$ cat config.mk
export PLATFORM = sky130hd
export DESIGN_NAME = store_data_packer
export DESIGN_NICKNAME = d
export VERILOG_FILES = /design/src/rtl/mem_pkg.sv /design/src/rtl/store_lane_pack.sv /design/src/rtl/store_data_packer.sv
export SDC_FILE = /design/constraint.sdc
export NUM_CORES = 1
export LEC_CHECK = 0
export ABC_AREA = 1
export CORE_UTILIZATION = 60
export CTS_CLUSTER_SIZE = 14
export DETAILED_ROUTE_END_ITERATION = 8
export DONT_BUFFER_PORTS = 1
export PLACE_DENSITY = 0.82
export SLEW_MARGIN = 20
export SYNTH_ARGS = -nofsm -noshare
export SYNTH_HDL_FRONTEND = slang
export SYNTH_SLANG_ARGS = --single-unit
$ cat constraint.sdc
create_clock -name clk -period 3.1 [get_ports clk]
set_input_delay 0.62 -clock clk [delete_from_list [all_inputs] [get_ports clk]]
set_output_delay 0.62 -clock clk [all_outputs]
set_load 0.005 [all_outputs]
$ cat src/rtl/mem_pkg.sv
// rtl/mem_pkg.sv - shared store size codes, FSM encoding and address helper
package mem_pkg;

    localparam logic [1:0] SIZE_B   = 2'b00;
    localparam logic [1:0] SIZE_H   = 2'b01;
    localparam logic [1:0] SIZE_W   = 2'b10;
    localparam logic [1:0] SIZE_BAD = 2'b11;

    typedef enum logic [1:0] {
        ST_IDLE  = 2'b00,
        ST_BUSY  = 2'b01,
        ST_FAULT = 2'b10
    } store_state_e;

    function automatic logic [31:0] word_align(input logic [31:0] addr);
        return {addr[31:2], 2'b00};
    endfunction

endpackage

$ cat src/rtl/store_lane_pack.sv
// rtl/store_lane_pack.sv - combinational lane replication, byte enables and alignment check
module store_lane_pack
    import mem_pkg::*;
(
    input  logic [1:0]  size,
    input  logic [1:0]  addr,
    input  logic [31:0] data,
    output logic [31:0] wdata,
    output logic [3:0]  be,
    output logic        fault
);

    always_comb begin
        wdata = '0;
        be    = '0;
        fault = 1'b0;
        unique case (size)
            SIZE_B: begin
                wdata = {4{data[7:0]}};
                be    = 4'b0001 << addr;
            end
            SIZE_H: begin
                wdata = {2{data[15:0]}};
                be    = addr[1] ? 4'b1100 : 4'b0011;
                fault = addr[0];
            end
            SIZE_W: begin
                wdata = data;
                be    = 4'b1111;
                fault = (addr != 2'b00);
            end
            default: fault = 1'b1;
        endcase
    end

endmodule

$ cat src/rtl/store_data_packer.sv
// rtl/store_data_packer.sv - MEM-stage store formatter running one req/ack write to data memory
module store_data_packer
    import mem_pkg::*;
#(
    parameter int TIMEOUT_CYC = 16
) (
    input  logic        clk,
    input  logic        rst,
    input  logic        st_valid,
    input  logic [1:0]  st_size,
    input  logic [31:0] st_addr,
    input  logic [31:0] st_data,
    output logic        st_ready,
    output logic        mem_req,
    output logic [31:0] mem_addr,
    output logic [31:0] mem_wdata,
    output logic [3:0]  mem_be,
    input  logic        mem_ack,
    output logic        st_done,
    output logic        misalign_exc,
    output logic        bus_err
);

    localparam int             CW       = $clog2(TIMEOUT_CYC + 1);
    localparam logic [CW-1:0]  CNT_LAST = CW'(TIMEOUT_CYC - 1);

    store_state_e state_q, state_d;
    logic [CW-1:0] cnt_q, cnt_d;
    logic          mem_req_q, mem_req_d;
    logic [31:0]   mem_addr_q, mem_addr_d;
    logic [31:0]   mem_wdata_q, mem_wdata_d;
    logic [3:0]    mem_be_q, mem_be_d;
    logic          st_done_q, st_done_d;
    logic          misalign_q, misalign_d;
    logic          bus_err_q, bus_err_d;

    logic [31:0] lane_wdata;
    logic [3:0]  lane_be;
    logic        lane_fault;
    logic        accept;
    logic        cnt_last;

    store_lane_pack u_lane_pack (
        .size  (st_size),
        .addr  (st_addr[1:0]),
        .data  (st_data),
        .wdata (lane_wdata),
        .be    (lane_be),
        .fault (lane_fault)
    );

    assign accept   = st_valid && (state_q == ST_IDLE);
    assign cnt_last = (cnt_q == CNT_LAST);

    always_ff @(posedge clk or posedge rst) begin
        if (rst) begin
            state_q <= ST_IDLE;
        end else begin
            state_q <= state_d;
        end
    end

    always_comb begin
        state_d = state_q;
        unique case (state_q)
            ST_IDLE:  if (st_valid) state_d = lane_fault ? ST_FAULT : ST_BUSY;
            ST_BUSY:  if (mem_ack || cnt_last) state_d = ST_IDLE;
            ST_FAULT: state_d = ST_IDLE;
            default:  state_d = ST_IDLE;
        endcase
    end

    // Ack is tested before the timeout so a late ack on the last cycle still completes the write.
    always_comb begin
        cnt_d       = cnt_q;
        mem_req_d   = mem_req_q;
        mem_addr_d  = mem_addr_q;
        mem_wdata_d = mem_wdata_q;
        mem_be_d    = mem_be_q;
        st_done_d   = 1'b0;
        misalign_d  = 1'b0;
        bus_err_d   = 1'b0;
        if (accept) begin
            if (lane_fault) begin
                misalign_d = 1'b1;
            end else begin
                mem_req_d   = 1'b1;
                mem_addr_d  = word_align(st_addr);
                mem_wdata_d = lane_wdata;
                mem_be_d    = lane_be;
                cnt_d       = '0;
            end
        end
        if (state_q == ST_BUSY) begin
            if (mem_ack) begin
                mem_req_d = 1'b0;
                st_done_d = 1'b1;
            end else if (cnt_last) begin
                mem_req_d = 1'b0;
                bus_err_d = 1'b1;
            end else begin
                cnt_d = cnt_q + 1'b1;
            end
        end
    end

    always_ff @(posedge clk or posedge rst) begin
        if (rst) begin
            cnt_q       <= '0;
            mem_req_q   <= 1'b0;
            mem_addr_q  <= '0;
            mem_wdata_q <= '0;
            mem_be_q    <= '0;
            st_done_q   <= 1'b0;
            misalign_q  <= 1'b0;
            bus_err_q   <= 1'b0;
        end else begin
            cnt_q       <= cnt_d;
            mem_req_q   <= mem_req_d;
            mem_addr_q  <= mem_addr_d;
            mem_wdata_q <= mem_wdata_d;
            mem_be_q    <= mem_be_d;
            st_done_q   <= st_done_d;
            misalign_q  <= misalign_d;
            bus_err_q   <= bus_err_d;
        end
    end

    assign st_ready     = (state_q == ST_IDLE);
    assign mem_req      = mem_req_q;
    assign mem_addr     = mem_addr_q;
    assign mem_wdata    = mem_wdata_q;
    assign mem_be       = mem_be_q;
    assign st_done      = st_done_q;
    assign misalign_exc = misalign_q;
    assign bus_err      = bus_err_q;

endmodule

# Yosys cells after proc, flatten, opt, wreduce, memory -nomap -nowiden
# Index checks and enable logic that the tools add are counted.
[op_classes] bitwise=1 add_sub_neg=1 shift=1 eq_ne=6 muxes=25 n_reduce_logical=7
[ops] op="case mux 32 bit (3 select lines)" n=1
[ops] op="two-way mux 5 bit" n=5
[ops] op="two-way mux 1 bit" n=12
[ops] op="case mux 4 bit (3 select lines)" n=1
[ops] op="two-way mux 2 bit" n=3
[ops] op="adder 5 x 1 -> 5 bit (second input constant)" n=1
[ops] op="== test 5 x 4 -> 1 bit (second input constant)" n=1
[ops] op="== test 2 x 1 -> 1 bit (second input constant)" n=2
[ops] op="logical NOT 2 bit" n=2
[ops] op="two-way mux 4 bit" n=1
[ops] op="inequality test 2 bit (second input constant)" n=2
[ops] op="case mux 2 bit (2 select lines)" n=1
[ops] op="AND reduction 2 bit" n=2
[ops] op="left shift 1 x 2 -> 4 bit (first input constant)" n=1
[ops] op="case mux 1 bit (3 select lines)" n=1
[ops] op="== test 2 bit (second input constant)" n=1
[ops] op="nonzero test 2 bit" n=1
[ops] op="logical AND 1 bit" n=1
[ops] op="logical OR 1 bit" n=1
[ops] op="inverter 1 bit" n=1
[totals] out_inout_bits=73 inputBits=70 regBits=77 word_cells=50

# Longest topological paths before layout
# Gate-level depths: netlist (run 1).
[logic_depth] depth_word=7 depth_mapped=9 depth_no_buf=7

# Cells and area by module
# From an unflattened synthesis (run 1), not the netlist that was laid out.
[hier_totals] hier_cells=452 hier_area_um2=3522.1
[by_module_without_submodules] mod="store_data_packer" area_per_inst_um2=3029.2 seq_area_each_um2=1926.8 cells_per_inst=344 n_inst=1
[by_module_without_submodules] mod="store_lane_pack" area_per_inst_um2=493.0 seq_area_each_um2=0.0 cells_per_inst=108 n_inst=1

# Worst setup path after synthesis (run 1)
# No wires, ideal clock.
[synth_path] kind="input to register" start="input port st_size[1]" end="register mem_wdata_q[29] (netlist: mem_wdata[29])" arrival_time_ps=1479 setup_time_ps=116 setup_slack_ps=1504 path_stages=9 path_buffers=3 t_required_ps=2984 path_cell_list="buf_4 > inv_6 > nand2_4 > nand2_2 > nand3_2 > buf_6 > buf_6 > nand2_1 > nand2_1"
[synth_between] elab_chain_cells=4 word_cells_on_any_way=7 cone_classes="2 x eq/ne; 2 x mux; 1 x bitwise; 2 x reduce/logical"
[synth_rtl] element="start, declared" line_no="store_data_packer.sv:10" rtl="input logic [1:0] st_size,"
[synth_rtl] element="== test 2 bit, or another cell as far along" line_no="store_lane_pack.sv:17" rtl="unique case (size)"
[synth_rtl] element="case mux 1 bit (3 select lines)" line_no="store_lane_pack.sv:17"
[synth_rtl] element="inverter 1 bit (no line)"
[synth_rtl] element="AND reduction 2 bit (no line)"
[synth_rtl] element="end signal, assigned" line_no="store_data_packer.sv:121" rtl="mem_wdata_q <= mem_wdata_d;"
[synth_rtl] element="end, declared" line_no="store_data_packer.sv:31" rtl="logic [31:0] mem_wdata_q, mem_wdata_d;"
# Several ways; a longest one is shown, not always the timed one.
# A chain may end at the register's enable or synchronous reset.

# Final worst setup path (run 1)
[layout_path] start="register state_q[1]" end="register mem_addr_q[11] (netlist: mem_addr[11])"
[layout_between] elab_chain_cells=3
[layout_rtl] element="start, declared" line_no="store_data_packer.sv:27" rtl="store_state_e state_q, state_d;"
[layout_rtl] element="start signal, assigned" line_no="store_data_packer.sv:59" rtl="state_q <= state_d;"
[layout_rtl] element="logical NOT 2 bit" line_no="store_data_packer.sv:52" rtl="assign accept = st_valid && (state_q == ST_IDLE);"
[layout_rtl] element="logical AND 1 bit" line_no="store_data_packer.sv:52"
[layout_rtl] element="AND reduction 2 bit (no line)"
[layout_rtl] element="end signal, assigned" line_no="store_data_packer.sv:120" rtl="mem_addr_q <= mem_addr_d;"
[layout_rtl] element="end, declared" line_no="store_data_packer.sv:30" rtl="logic [31:0] mem_addr_q, mem_addr_d;"
# No other way between the ends.

==> flow_metrics.tcl, run 1 <==
set metrics [dict create \
    ys_seq_area_share_pct 56.41 \
    via_per_inst 5.274 \
    layout_common_cells "nand2_1 (270), dfrtp_1 (77), nand3_1 (24)" \
    clk_path_buf_depth 2 \
    finalHoldViolCount 0 \
    tightest_slew_ns 0.8365 \
    antenna_cells 0 \
    pin_count 143 \
    synth_top_area_share_pct 56.41 \
    final_area_mm2 0.003646 \
    dieArea_mm2 0.005999 \
    final_common_cell "nand2_1" \
    drtPass1Iterations 4 \
    crit_path_max_incr_delay_ns 0.44 \
    antenna_found_initial 0 \
    post_cts_buffers 0 \
    place.gp.congestion 0.8418 \
    r2r_slack_ns 1.29 \
    root_buffer "clkbuf_8" \
    slew_violations 0 \
    cts_resized 0 \
    nets 499 \
    max-slew-margin-rel_pct 44.17 \
    rsz0062_at_grt "false" \
    htreeDepth 3 \
    synth.area.top_cells "dfrtp_1 (56%), nand2_1 (30%), nand3_1 (3.5%)" \
    maxCapViolCount 0 \
    grt_pass1_vias 2595 \
    num_rows 27 \
    peakVddDrop_v 0.0004421 \
    yosysUniqueCellTypes 23 \
    cts_buffers 9 \
    leakage_nw 2.085 \
    num_vias 2658 \
    finalCritPeriodShare_pct 58.46 \
    clk_pin_slew_ns 0.07 \
    syn2layout_area_growth_pct 6.740 \
    fmax_mhz 551.8 \
    critPathLaunchType "flop" \
    route.detailed.wl_per_inst_um 14.77 \
    cp-end-kind "flop" \
    crit_top_cell "nand2_1" \
    die_w_um 77.45 \
    power_density_mw_per_mm2 761.1 \
    io_buffers 0 \
    grt_max_degree 77 \
    crit_fanout 43 \
    nFillCells 447 \
    grt_pass1_wl_um 11950 \
    holdBufCountCts 0 \
    syn_avg_cell_area_um2 7.944 \
    dpl.hpwl_um 5194 \
    core_mm2 0.005507 \
    synth_ff_type "dfrtp_1" \
    clk_latency_ns 0.34 \
    synthCells 430 \
    status "finished, final reports clean" \
    ys_ff_latch 77 \
    required_ns 3.37 \
    synth_edf_count 0 \
    drt_iter0_markers 148 \
    antenna_left 0 \
    ys_warn_count 0 \
    worstPathCellList "inv_1 > nand2_1 > nor2_1 > nand3_2 > inv_2 > buf_4 > nand2_1 > nand2_1" \
    cts.sinks 77 \
    gr-total-overflow 0 \
    async_flop_share_pct 100.0 \
    syn_area_mm2 0.003416 \
    path_class "flop to flop" \
    dpl_cell_area_mm2 0.003400 \
    die_y_um 77.45 \
    crit_buf_inv 3 \
    remaining_drc_errors 0 \
    yosys.area.top_type "dfrtp_1" \
    cts_tree "yes" \
    path_delay_family "buffers and inverters" \
    cp_slowest_cell "buf_4" \
    fin_skew_ns 0.007366 \
    post-route-min-period_ns 1.812 \
    wl_um 7446 \
    grt.total_usage_pct 26.30 \
    worst_ep_arrival_time_ns 2.08 \
    final_layout_size_suffix_gt1_share_pct 6.250 \
    setup_tns_ns 0 \
    setup_viol 0 \
    start_util_pct 62.03 \
    hold_class "input pin to asynchronous set/reset pin" \
]
[power by group]
| part | internal, W | leakage [nW] | total [W] | switching [W] |
|---|---|---|---|---|
| Combinational | 0.000144 | 0.981 | 0.000379 | 0.000235 |
| Sequential | 0.00126 | 0.979 | 0.00149 | 0.000221 |
| Clock | 0.000573 | 0.125 | 0.000910 | 0.000337 |
[final cells by class]
| cell class | instances | area [um^2] | area share, % |
|---|---|---|---|
| clock buffer | 11 | 151.4 | 4.152 |
| sequential | 77 | 1927 | 52.85 |
| clock inverter | 4 | 95.09 | 2.608 |
| inverter | 18 | 73.82 | 2.025 |
| tap | 72 | 90.09 | 2.471 |
| multi-input combinational | 318 | 1279 | 35.07 |
| timing repair buffer | 4 | 30.03 | 0.8236 |
[synth_stat cells (2+ instances only)]
cell type  instances
buf_2              2
a21boi_0           2
o21ai_0            5
clkbuf_1           2
dfrtp_1           77
nand3_1           24
nand2_1          270
inv_1             15
nor2_1             6
buf_4              9
buf_6              5
inv_2              2
[worst paths after layout]
check / from / endpoint / cells past startpoint
worst max-delay path: state_q[1] / mem_addr[11] / 8
worst max register to register: state_q[1] / mem_addr[11] / 8
worst min register to register: mem_addr[13] / mem_addr[13] / 2
min in group clk: st_addr[29] / mem_addr[29] / 2
worst min-delay path: rst / st_done / 1
max in group asynchronous: rst / mem_wdata[1] / 2
[state kept, by name, indices dropped and copies added (netlist names)]
signal        count
mem_wdata        32
mem_addr         30
cnt_q             5
mem_be            4
state_q           2
bus_err           1
mem_req           1
misalign_exc      1
st_done           1
[worst register-to-register path, delay by kind of cell (launching register included)]
kind | cells | cell delay (ns)
buffers and inverters | 3 | 0.77
DFF | 1 | 0.36
and+or+nand+nor | 5 | 0.61
[through the flow]
step | setup WS (ns) | util, % | cells | hold WS, ns | power [W]
final | 1.288 | 66.21 | 504 | 0.3041 | 0.002775
after global routing | 1.115 | 66.21 | 504 | 0.3685 | 0.002940
after CTS | 1.287 | 66.21 | 504 | 0.3271 | 0.002802
after detailed placement | 1.098 | 61.74 | 489 | 0.4915 | 0.001888
after global placement | 1.156 | 61.74 | 489 | 0.4864 | 0.001859
after floorplan | 0.5133 | - | 431 | 0.4719 | 0.001773
[logic make-up after synthesis]
group	Yosys count	synth area share, %
other	1	0.1098
xor gates and xnor gates	2	0.5129
and+or+nand+nor	305	35.02
AOI/OAI and AO/OA	8	1.318
adders and majority gates	1	0.3662
DFF	77	56.41
buffers and inverters	36	6.264
[layer usage]
metal	part of all wire, %	global-route usage, %	vias up	routed length, um
met1	42	31.74	1194	3130
met2	44	41.33	153	3308
met5	0	0	-	0
met3	11	9.412	18	807
met4	2.7	13.96	0	200
li1	-	-	1293	-
Note: power is estimated with default switching activity, not from simulation.
==> run 2: changes to the inputs <==
--- a/config.mk
+++ b/config.mk
@@ -6,11 +6,11 @@
 export NUM_CORES = 1
 export LEC_CHECK = 0
 export ABC_AREA = 1
-export CORE_UTILIZATION = 60
+export CORE_UTILIZATION = 56
 export CTS_CLUSTER_SIZE = 14
 export DETAILED_ROUTE_END_ITERATION = 8
 export DONT_BUFFER_PORTS = 1
-export PLACE_DENSITY = 0.82
+export PLACE_DENSITY = 0.8
 export SLEW_MARGIN = 20
 export SYNTH_ARGS = -nofsm -noshare
 export SYNTH_HDL_FRONTEND = slang
==> constraint.sdc (replaced) <==
create_clock -name clk -period 1.61 [get_ports clk]
set_input_delay 0.322 -clock clk [delete_from_list [all_inputs] [get_ports clk]]
set_output_delay 0.322 -clock clk [all_outputs]
set_load 0.005 [all_outputs]
==> run 2 against run 1 <==
Effect of this change:
- flip-flop and latch count is the same
- count of clock-buffer cells in the layout shrank 2
- clock power up 89%
- sequential share of layout area fell by 0.96 points
- die area grew 7.0%
==> flow_metrics.tcl, run 2 (synthesis results as in run 1) <==
set metrics [dict create \
    status "finished, final reports clean" \
    die_y_um 80.10 \
    antenna_left 0 \
    pre_cts_ws_ns 0.2955 \
    worstPathCellList "inv_1 > nand2_1 > nor2_1 > nand3_2 > inv_2 > buf_12 > nand2_1 > nand2_1" \
    crit_fanout 36 \
    fin_skew_ns 0.007150 \
    nFillCells 523 \
    area.sequential_mm2 0.001927 \
    gr-total-overflow 0 \
    final_layout_size_suffix_gt1_share_pct 7.094 \
    cts.sinks 77 \
    maxCapViolCount 0 \
    tightest_slew_ns 0.5591 \
    required_ns 1.90 \
    leakage_nw 2.108 \
    die_w_um 80.10 \
    grt_pass1_vias 2564 \
    antenna_cells 0 \
    worst_ep_arrival_time_ns 1.64 \
    cts_buffers 9 \
    clk_path_buf_depth 2 \
    syn2layout_area_growth_pct 8.718 \
    cts_tree "yes" \
    io_buffers 0 \
    stdcell_count 512 \
    max-slew-margin-rel_pct 62.59 \
    crit_top_cell "nand2_1" \
    place.gp.congestion 0.7494 \
    fmax_mhz 738.6 \
    nets 503 \
    via_per_inst 5.213 \
    crit_path_max_incr_delay_ns 0.39 \
    worst_slack_ns 0.2562 \
    path_class "flop to flop" \
    root_buffer "clkbuf_8" \
    rsz0062_at_grt "false" \
    pin_count 143 \
    post-route-min-period_ns 1.354 \
    slew_violations 0 \
    final_common_cell "nand2_1" \
    htreeDepth 3 \
    post_cts_buffers 0 \
    cts_resized 0 \
    peakVddDrop_v 0.0006585 \
    finalCritPeriodShare_pct 84.09 \
    layout_common_cells "nand2_1 (270), dfrtp_1 (77), nand3_1 (24)" \
    drtPass1Iterations 4 \
    num_vias 2669 \
    finalHoldViolCount 0 \
    core_mm2 0.005886 \
    grt_pass1_wl_um 11790 \
    antenna_found_initial 0 \
    route.detailed.wl_per_inst_um 14.67 \
    num_rows 28 \
    setup_tns_ns 0 \
    clk_latency_ns 0.34 \
    clk_pin_slew_ns 0.08 \
    wl_um 7513 \
    dpl.hpwl_um 5401 \
    multi_input_area_mm2 0.001279 \
    totalPowerFinal_w 0.005334 \
    drt_iter0_markers 195 \
    remaining_drc_errors 0 \
    largest_reg_flops 32 \
    dieArea_mm2 0.006416 \
    critPathLaunchType "flop" \
    start_util_pct 58.04 \
    dp.cells 495 \
    grt.total_usage_pct 24.80 \
    cp_slowest_cell "dfrtp_1" \
    hold_class "input pin to flop" \
    cp-end-kind "flop" \
    grt_max_degree 54 \
    setup_viol 0 \
    power_density_mw_per_mm2 1436 \
]
run 2: final timing paths:
path / endpoint / from / depth (start not counted) / slack, ns
worst max-delay path: mem_wdata[8] / state_q[0] / 8 / 0.26
worst min-delay path: mem_wdata[1] / st_data[1] / 2 / 0.08
worst max register to register: mem_wdata[8] / state_q[0] / 8 / 0.26
worst min register to register: mem_addr[13] / mem_addr[13] / 2 / 0.51
max in group asynchronous: mem_wdata[12] / rst / 3 / 0.82
min in group asynchronous: mem_addr[7] / rst / 3 / 0.53
run 2: layout make-up:
cell class	instances	area share, %
clock buffers	9	3.336
multi-input cells	318	34.43
inverters	18	2.055
repair buffers	8	2.695
flip-flops and latches	77	51.89
well taps	75	2.527
clock inverters	7	3.066
run 2: what timing repair did:
action	CTS	global route
endpoints found under the setup margin	0	0
endpoints found under the hold margin	77	0
hold buffers	1	0
run 2: per-stage QoR:
step	util, %	area [um^2]	hold WS [ns]
after floorplan	-	3423	0.4316
after global placement	58.89	3466	0.2949
after detailed placement	58.89	3466	0.3001
after CTS	63.10	3714	0.07314
after global routing	63.10	3714	0.06749
final	63.10	3714	0.08148
run 2: critical path, delay by kind of cell (launching register included):
kind	cells	cell delay, ns
flip-flops	1	0.39
AND/OR/NAND/NOR	5	0.50
buffers and inverters	3	0.40
run 2: power breakdown:
part / total [W] / leakage [nW] / internal, W / switching (W)
registers: 0.00286 / 0.979 / 0.00243 / 0.000426
logic: 0.000756 / 1.01 / 0.000299 / 0.000457
clock network: 0.00172 / 0.123 / 0.00102 / 0.000694
total: 0.00533 / 2.11 / 0.00376 / 0.00158
run 2: metal layers:
layer / vias up / GRT usage (%) / part of all wire, %
li1: 1304 / - / -
met1: 1220 / 29.61 / 41
met2: 129 / 39.15 / 46
met3: 16 / 9.545 / 11
met4: 0 / 12.32 / 2.5
met5: - / 0 / 0
